`src/rtl/pp_st3_ctrl.sv`:
```
// Ping-pong sequencer for pp_st3: counts write beats, swaps banks, and drains read rows to a consumer.
// Rows appear LATENCY cycles after a swap or acceptance; out_valid holds with raddr/sel frozen under backpressure.
module pp_st3_ctrl #(
    parameter int IN_ADDR_WIDTH  = 7,
    parameter int OUT_ADDR_WIDTH = 2,
    parameter int CHANNEL_NUM    = 4,
    parameter int WR_BEATS       = 2**IN_ADDR_WIDTH,
    parameter int LATENCY        = 1
) (
    input  logic                      clk,
    input  logic                      rst_n,
    input  logic                      flush,
    input  logic                      in_valid,
    output logic                      in_ready,
    output logic                      out_valid,
    input  logic                      out_ready,
    output logic                      out_last,
    output logic                      st3_sel,
    output logic                      st3_wen,
    output logic [IN_ADDR_WIDTH-1:0]  st3_waddr,
    output logic [OUT_ADDR_WIDTH-1:0] st3_raddr,
    output logic                      wr_full,
    output logic                      rd_active
);

    localparam int LCNT_W = $clog2(LATENCY + 1);
    localparam logic [LCNT_W-1:0]         LAT_LOAD  = LCNT_W'(LATENCY);
    localparam logic [LCNT_W-1:0]         LCNT_ONE  = LCNT_W'(1);
    localparam logic [IN_ADDR_WIDTH-1:0]  LAST_BEAT = IN_ADDR_WIDTH'(WR_BEATS - 1);
    localparam logic [IN_ADDR_WIDTH-1:0]  WONE      = IN_ADDR_WIDTH'(1);
    localparam logic [OUT_ADDR_WIDTH-1:0] LAST_ROW  = OUT_ADDR_WIDTH'(CHANNEL_NUM - 1);
    localparam logic [OUT_ADDR_WIDTH-1:0] RONE      = OUT_ADDR_WIDTH'(1);

    localparam logic [1:0] S_IDLE  = 2'd0;
    localparam logic [1:0] S_WAIT  = 2'd1;
    localparam logic [1:0] S_VALID = 2'd2;

    logic [1:0]               rstate;
    logic [LCNT_W-1:0]        lcnt;
    logic [IN_ADDR_WIDTH-1:0] wcnt;
    logic                     row_take;
    logic                     swap;

    assign st3_waddr = wcnt;
    assign in_ready  = !wr_full && !flush;
    assign st3_wen   = in_valid && in_ready;
    assign out_valid = (rstate == S_VALID);
    assign out_last  = out_valid && (st3_raddr == LAST_ROW);
    assign row_take  = out_valid && out_ready;
    assign swap      = wr_full && (!rd_active || (row_take && out_last));

    // Beat acceptance needs !wr_full and swap needs wr_full, so the two never coincide.
    always_ff @(posedge clk or negedge rst_n) begin
        if (!rst_n) begin
            wcnt    <= '0;
            wr_full <= 1'b0;
        end else if (flush) begin
            wcnt    <= '0;
            wr_full <= 1'b0;
        end else if (st3_wen) begin
            if (wcnt == LAST_BEAT) begin
                wcnt    <= '0;
                wr_full <= 1'b1;
            end else begin
                wcnt <= wcnt + WONE;
            end
        end else if (swap) begin
            wr_full <= 1'b0;
        end
    end

    // A swap outranks the normal last-row retire so a waiting full bank starts draining at once.
    always_ff @(posedge clk or negedge rst_n) begin
        if (!rst_n) begin
            st3_sel   <= 1'b0;
            rd_active <= 1'b0;
            st3_raddr <= '0;
            rstate    <= S_IDLE;
            lcnt      <= '0;
        end else if (flush) begin
            rd_active <= 1'b0;
            st3_raddr <= '0;
            rstate    <= S_IDLE;
            lcnt      <= '0;
        end else if (swap) begin
            st3_sel   <= ~st3_sel;
            rd_active <= 1'b1;
            st3_raddr <= '0;
            rstate    <= S_WAIT;
            lcnt      <= LAT_LOAD;
        end else begin
            case (rstate)
                S_WAIT: begin
                    lcnt <= lcnt - LCNT_ONE;
                    if (lcnt == LCNT_ONE) begin
                        rstate <= S_VALID;
                    end
                end
                S_VALID: begin
                    if (out_ready) begin
                        if (out_last) begin
                            rd_active <= 1'b0;
                            rstate    <= S_IDLE;
                        end else begin
                            st3_raddr <= st3_raddr + RONE;
                            rstate    <= S_WAIT;
                            lcnt      <= LAT_LOAD;
                        end
                    end
                end
                default: rstate <= S_IDLE;
            endcase
        end
    end

endmodule

```
`config.mk`:
```
export PLATFORM = sky130hd
export DESIGN_NAME = pp_st3_ctrl
export DESIGN_NICKNAME = d
export VERILOG_FILES = /design/src/rtl/pp_st3_ctrl.sv
export SDC_FILE = /design/constraint.sdc
export NUM_CORES = 1
export LEC_CHECK = 0
export ABC_AREA = 1
export CELL_PAD_IN_SITES_DETAIL_PLACEMENT = 0
export CELL_PAD_IN_SITES_GLOBAL_PLACEMENT = 1
export CORE_MARGIN = 3
export CORE_UTILIZATION = 37
export CTS_BUF_LIST = sky130_fd_sc_hd__clkbuf_4
export DETAILED_ROUTE_END_ITERATION = 16
export PLACE_DENSITY = 0.79
export SYNTH_ARGS = -nofsm -noshare
export SYNTH_HDL_FRONTEND = slang
export SYNTH_SLANG_ARGS = --single-unit
```
`constraint.sdc`:
```
create_clock -name clk -period 1.4 [get_ports clk]
set_input_delay 0.21 -clock clk [delete_from_list [all_inputs] [get_ports clk]]
set_output_delay 0.21 -clock clk [all_outputs]
set_load 0.05 [all_outputs]
```
==> flow_metrics.py, run 1 <==
metrics = {
    "outcome": {
        "status": "finished clean",
    },
    "clock_tree": {
        "holdBufCountCts": 0,
        "cts_buffers": 3,
        "clockBufferDepth": 2,
        "cts.sink_count": 15,
        "cts.htree.levels": 1,
        "clk_pin_slew_ps": 90,
        "cts-root-buf": "clkbuf_4",
        "cts_tree": "built",
        "clk_latency_ps": 280,
    },
    "worst_setup_path": {
        "cp.required_ps": 1190,
        "path_class": "flop to output port",
        "rr_worst_depth": 7,
        "crit_chain": "ha_4 > inv_2 > nor2_4 > buf_12",
        "crit_slowest_cell": "dfrtp_2",
        "timing.rr.end": "lcnt",
        "cp_data_arrival_time_ps": 1140,
        "slowest_delay_ps": 430,
        "rrSetupSlack_ps": 80,
        "worstPathMaxFanout": 2,
        "r2r_start": "rstate[1]",
        "worst_setup_path_end_kind": "output port",
        "crit_path_start_kind": "flop",
    },
    "detailed_routing": {
        "routed_via_density": 4.74,
        "antenna_left": 0,
        "vias": 778,
        "first_pass_iters": 2,
        "wl_per_cell_um": 11.9,
        "initialDrtViolationCount": 6,
        "drc": 0,
        "wl_um": 1950,
    },
    "sta": {
        "hold_viol": 0,
        "whs_ps": 237,
        "setup_viol": 0,
        "worstMarginPinSlew_ps": 383,
        "fin_worst_skew_ps": 5.89,
        "setup-tns-final_ps": 0,
        "slew_headroom_pct": 74.4,
        "fmax_mhz": 740,
        "timing.final.crit_share_pct": 96.6,
        "min_period_ps": 1350,
        "slew_violations": 0,
    },
    "grt": {
        "grt_max_degree": 16,
        "antenna_found_initial": 0,
        "grt_pass1_vias": 807,
        "grt_pass1_wl_um": 3490,
        "grt_usage_pct": 16.7,
        "overflow": 0,
    },
    "floorplanning": {
        "die_h_um": 54.1,
        "start_util_pct": 41.0,
        "num_rows": 16,
        "die-area_mm2": 0.00292,
        "chipWidth_um": 54.1,
        "coreArea_mm2": 0.00208,
        "io_pins": 21,
    },
    "synth": {
        "synth.distinct_cells": 24,
        "avgSynthCellArea_um2": 8.55,
        "synth-seq-cells": 15,
        "synth_fp_nets": 107,
        "synth_cells": 100,
        "syn-cell-area_um2": 855,
        "synth-seq-area-share_pct": 43.9,
        "ys_warn_count": 0,
    },
    "place": {
        "dp_hpwl_um": 1540,
        "numPortBuffers": 20,
        "gp_congestion": 0.777,
    },
    "power": {
        "ir_drop_v": 0.000663,
        "powerDensity_mw_per_mm2": 829,
        "leakage_nw": 0.635,
    },
    "flow_run": {
        "timing.max_cap.violations": 0,
    },
    "layout": {
        "final_common_cell": "nand2_1",
        "final_cell_mix": "21 x nand2_1, 16 x buf_12, 14 x buf_4",
        "final_core_util_pct": 68.9,
        "n_antenna_cell": 0,
        "area_growth_pct": 67.8,
        "drive_gt1_share_pct": 48.9,
        "nNetsFinal": 145,
    },
    "hold_path": {
        "hold_path_class": "input pin to async pin",
    },
}
[critical path, delay by kind of cell (launching register included)]
family / cells / cell delay [ps]
buf+inv: 2 / 210
simple gates: 1 / 50
fa+ha+maj: 1 / 170
flops: 1 / 430
[Yosys cell counts]
master	instances	area share, %
xor2_1	3	3.1
o22ai_1	2	1.5
nor3_2	2	2.3
inv_2	1	0.44
nand4_1	1	0.73
inv_1	11	4.8
xnor2_1	2	2.1
a21oi_1	2	1.2
nand2_1	23	10
nor2_1	10	4.4
nand2_4	4	5.3
o21ai_1	4	2.3
clkinv_2	1	0.59
o21ai_2	2	2.1
nor2_2	2	1.5
buf_6	1	1.3
dfrtp_1	15	44
nand3_1	6	3.5
nor2_4	1	1.3
a22o_1	1	1.0
nand3_2	2	2.3
ha_1	2	2.9
nor3_1	1	0.59
nand2_2	1	0.73
[registers in the layout, indices dropped and copies added, names as in the netlist]
name       cells
st3_raddr      2
rstate         2
st3_waddr      7
wr_full        1
st3_sel        1
rd_active      1
lcnt           1
[through the flow]
step                      cell area (µm²)  total power [mW]  setup WS [ps]  cells
final                                1430              1.19           48.3    164
after detailed placement             1350             0.901           -160    155
after CTS                            1400              1.19           15.0    161
after global routing                 1430              1.27          -5.56    164
after floorplan                       898             0.707          -78.0    100
after global placement               1350             0.896           -142    155
[where the power goes]
group          switching (mW)  internal, mW  total (mW)  leakage, nW
clock                   0.135         0.130       0.265       0.0184
combinational           0.223         0.202       0.425        0.425
sequential             0.0308         0.468       0.499        0.191
[layer usage]
| metal | up-vias | routed length, µm | track usage [%] | share of wire, % |
|---|---|---|---|---|
| met4 | 0 | 12 | 7.05 | 0.61 |
| met5 | - | 0 | 0 | 0 |
| met3 | 2 | 117 | 4.16 | 6.0 |
| met2 | 18 | 996 | 28.8 | 51 |
| li1 | 394 | - | - | - |
| met1 | 364 | 828 | 19.5 | 42 |
[worst max-delay path by stage]
stage | from | slack (ps) | endpoint
4_1_cts | rstate[1] | 20 | lcnt
6_report | st3_raddr[0] | 50 | out_last
3_5_place_dp | flush | -160 | wr_full
5_1_grt | rstate[0] | -6 | st3_raddr[0]
3_3_place_gp | flush | -140 | st3_waddr[1]
2_1_floorplan | wr_full | -80 | wr_full
[final cells by class]
class | count | area (µm²)
well taps | 27 | 33.8
fillers | 181 | 648
multi-input cells | 71 | 463
repair buffers | 34 | 464
inverters | 13 | 57.6
clock buffers | 4 | 30.0
flip-flops and latches | 15 | 385
[logic make-up (layout without fill, tap and decap cells)]
group | after synthesis | in the layout | share of synthesized area (%)
simple gates | 53 | 53 | 32.8
flops | 15 | 15 | 43.9
buf+inv | 14 | 51 | 7.17
compound gates | 11 | 11 | 8.05
xor+xnor | 5 | 5 | 5.13
fa+ha+maj | 2 | 2 | 2.93
[repair_timing]
| item | CTS | global route |
|---|---|---|
| pin swaps | 1 | 4 |
| buffers inserted | 3 | 3 |
| resized for setup | 3 | 4 |
| setup endpoints to repair | 4 | 8 |
Power figures use the tool's default switching activity.
==> run 2, diff against run 1 <==
==> constraint.sdc (replaced) <==
create_clock -name clk -period 1.4 [get_ports clk]
set_input_delay 0.21 -clock clk [delete_from_list [all_inputs] [get_ports clk]]
set_output_delay 0.21 -clock clk [all_outputs]
set_load 0.01 [all_outputs]
==> flow_metrics.py, run 2 (synthesis gave the netlist of run 1 again) <==
metrics = {
    "layout": {
        "n_antenna_cell": 0,
        "final_core_util_pct": 61.5,
        "drive_gt1_share_pct": 34.0,
        "largest_register_ffs": 7,
        "finalInstanceArea_mm2": 0.00128,
        "final-instance-count-excl-fill": 171,
        "final_cell_mix": "21 x nand2_1, 21 x buf_4, 15 x dfrtp_1",
        "area_growth_pct": 49.9,
        "num-fill-cells": 187,
        "nNetsFinal": 152,
    },
    "grt": {
        "grt_pass1_wl_um": 3200,
        "antenna_found_initial": 0,
        "grt_pass1_vias": 698,
        "grt_max_degree": 16,
        "grt_usage_pct": 15.8,
        "overflow": 0,
    },
    "detailed_routing": {
        "first_pass_iters": 2,
        "initialDrtViolationCount": 8,
        "antenna_left": 0,
        "drc": 0,
        "routed_via_density": 4.58,
        "wl_per_cell_um": 11.2,
        "vias": 783,
        "wl_um": 1920,
    },
    "floorplanning": {
        "start_util_pct": 41.0,
        "die_h_um": 54.1,
        "io_pins": 21,
        "chipWidth_um": 54.1,
        "coreArea_mm2": 0.00208,
        "num_rows": 16,
        "die-area_mm2": 0.00292,
    },
    "worst_setup_path": {
        "worst_setup_path_end_kind": "flop",
        "crit_chain": "buf_4 > ha_2 > nand3_4 > nor2_4 > nand3_2 > nand2_4 > nand2_1 > nand2_1 > nand2_1",
        "cp.required_ps": 1590,
        "crit_slowest_cell": "dfrtp_1",
        "slowest_delay_ps": 390,
        "cp_common_cell": "nand2_1",
        "crit_path_start_kind": "flop",
        "path_class": "flop to flop",
        "worstPathMaxFanout": 6,
        "cp_data_arrival_time_ps": 1550,
    },
    "clock_tree": {
        "cts.htree.levels": 1,
        "cts.sink_count": 15,
        "clockBufferDepth": 2,
        "holdBufCountCts": 0,
        "cts_tree": "built",
        "cts_buffers": 3,
        "clk_pin_slew_ps": 100,
        "cts-root-buf": "clkbuf_4",
        "clk_latency_ps": 280,
    },
    "place": {
        "numPortBuffers": 20,
        "dpl_cell_area_mm2": 0.00117,
        "dp_hpwl_um": 1420,
        "gp_congestion": 0.713,
        "dp_slack_ps": -290,
        "placedCellCount": 158,
    },
    "sta": {
        "setup_viol": 0,
        "slew_headroom_pct": 84.4,
        "fin_ws_ps": 36.0,
        "setup-tns-final_ps": 0,
        "slew_violations": 0,
        "fmax_mhz": 733,
        "min_period_ps": 1360,
        "timing.final.crit_share_pct": 97.4,
        "whs_ps": 223,
        "rsz0062_at_grt": "yes",
        "worstMarginPinSlew_ps": 232,
        "fin_worst_skew_ps": 6.39,
        "hold_viol": 0,
    },
    "hold_path": {
        "hold_path_class": "input pin to async pin",
    },
    "power": {
        "ir_drop_v": 0.000591,
        "total_power_mw": 1.04,
        "powerDensity_mw_per_mm2": 808,
        "leakage_nw": 0.697,
    },
    "outcome": {
        "status": "finished clean",
    },
    "flow_run": {
        "timing.max_cap.violations": 0,
    },
}
[run 2: cell types whose count changed in the layout (fill, tap and decap cells not counted), moves of 7 or more]
cell | before | now
dlygate4sd2_1 | 1 | 10
buf_4 | 14 | 21
dfrtp_2 | 8 | 0
buf_12 | 16 | 0
dfrtp_1 | 7 | 15
[run 2: timing repair]
| item | 4_1_cts | 5_1_grt |
|---|---|---|
| pin swaps | 2 | 4 |
| gates cloned | 0 | 0 |
| endpoints found under the setup margin | 16 | 18 |
| buffers inserted | 7 | 2 |
| gates resized for setup | 21 | 13 |
[run 2: cell type report]
type / count / area (µm²) / area share [%]
repair buffers: 41 / 335 / 26.2
clock buffers: 4 / 30.0 / 2.34
flip-flops and latches: 15 / 375 / 29.3
multi-input cells: 71 / 457 / 35.6
inverters: 13 / 50.0 / 3.91
well taps: 27 / 33.8 / 2.64
[run 2: worst max-delay path: cells and delay by family (launching register included)]
family / cells / cell delay [ps]
fa+ha+maj: 1 / 200
buf+inv: 1 / 130
simple gates: 7 / 540
flops: 1 / 390
[run 2: final timing paths]
kind / slack [ps] / start / to / cells past startpoint
max in group asynchronous: 990 / rst_n / st3_raddr[1] / 2
min reg2reg: 490 / st3_sel / st3_sel / 1
max reg2reg: 40 / st3_waddr[0] / wr_full / 9
min: 220 / rst_n / st3_waddr[5] / 2
min in group clk: 490 / st3_sel / st3_sel / 1
max: 40 / st3_waddr[0] / wr_full / 9
[run 2: per-layer routing]
layer	GRT usage (%)	vias up	wire length (µm)
met1	20.8	358	896
met2	23.6	15	920
met5	0	-	0
met3	5.54	2	88
li1	-	408	-
met4	6.22	0	17
[run 2: where the power goes]
| part | leakage, nW | internal [mW] | switching, mW | total, mW |
|---|---|---|---|---|
| Sequential | 0.204 | 0.465 | 0.0248 | 0.489 |
| Combinational | 0.476 | 0.138 | 0.132 | 0.270 |
| Clock | 0.0184 | 0.130 | 0.146 | 0.276 |
| Total | 0.697 | 0.733 | 0.303 | 1.04 |
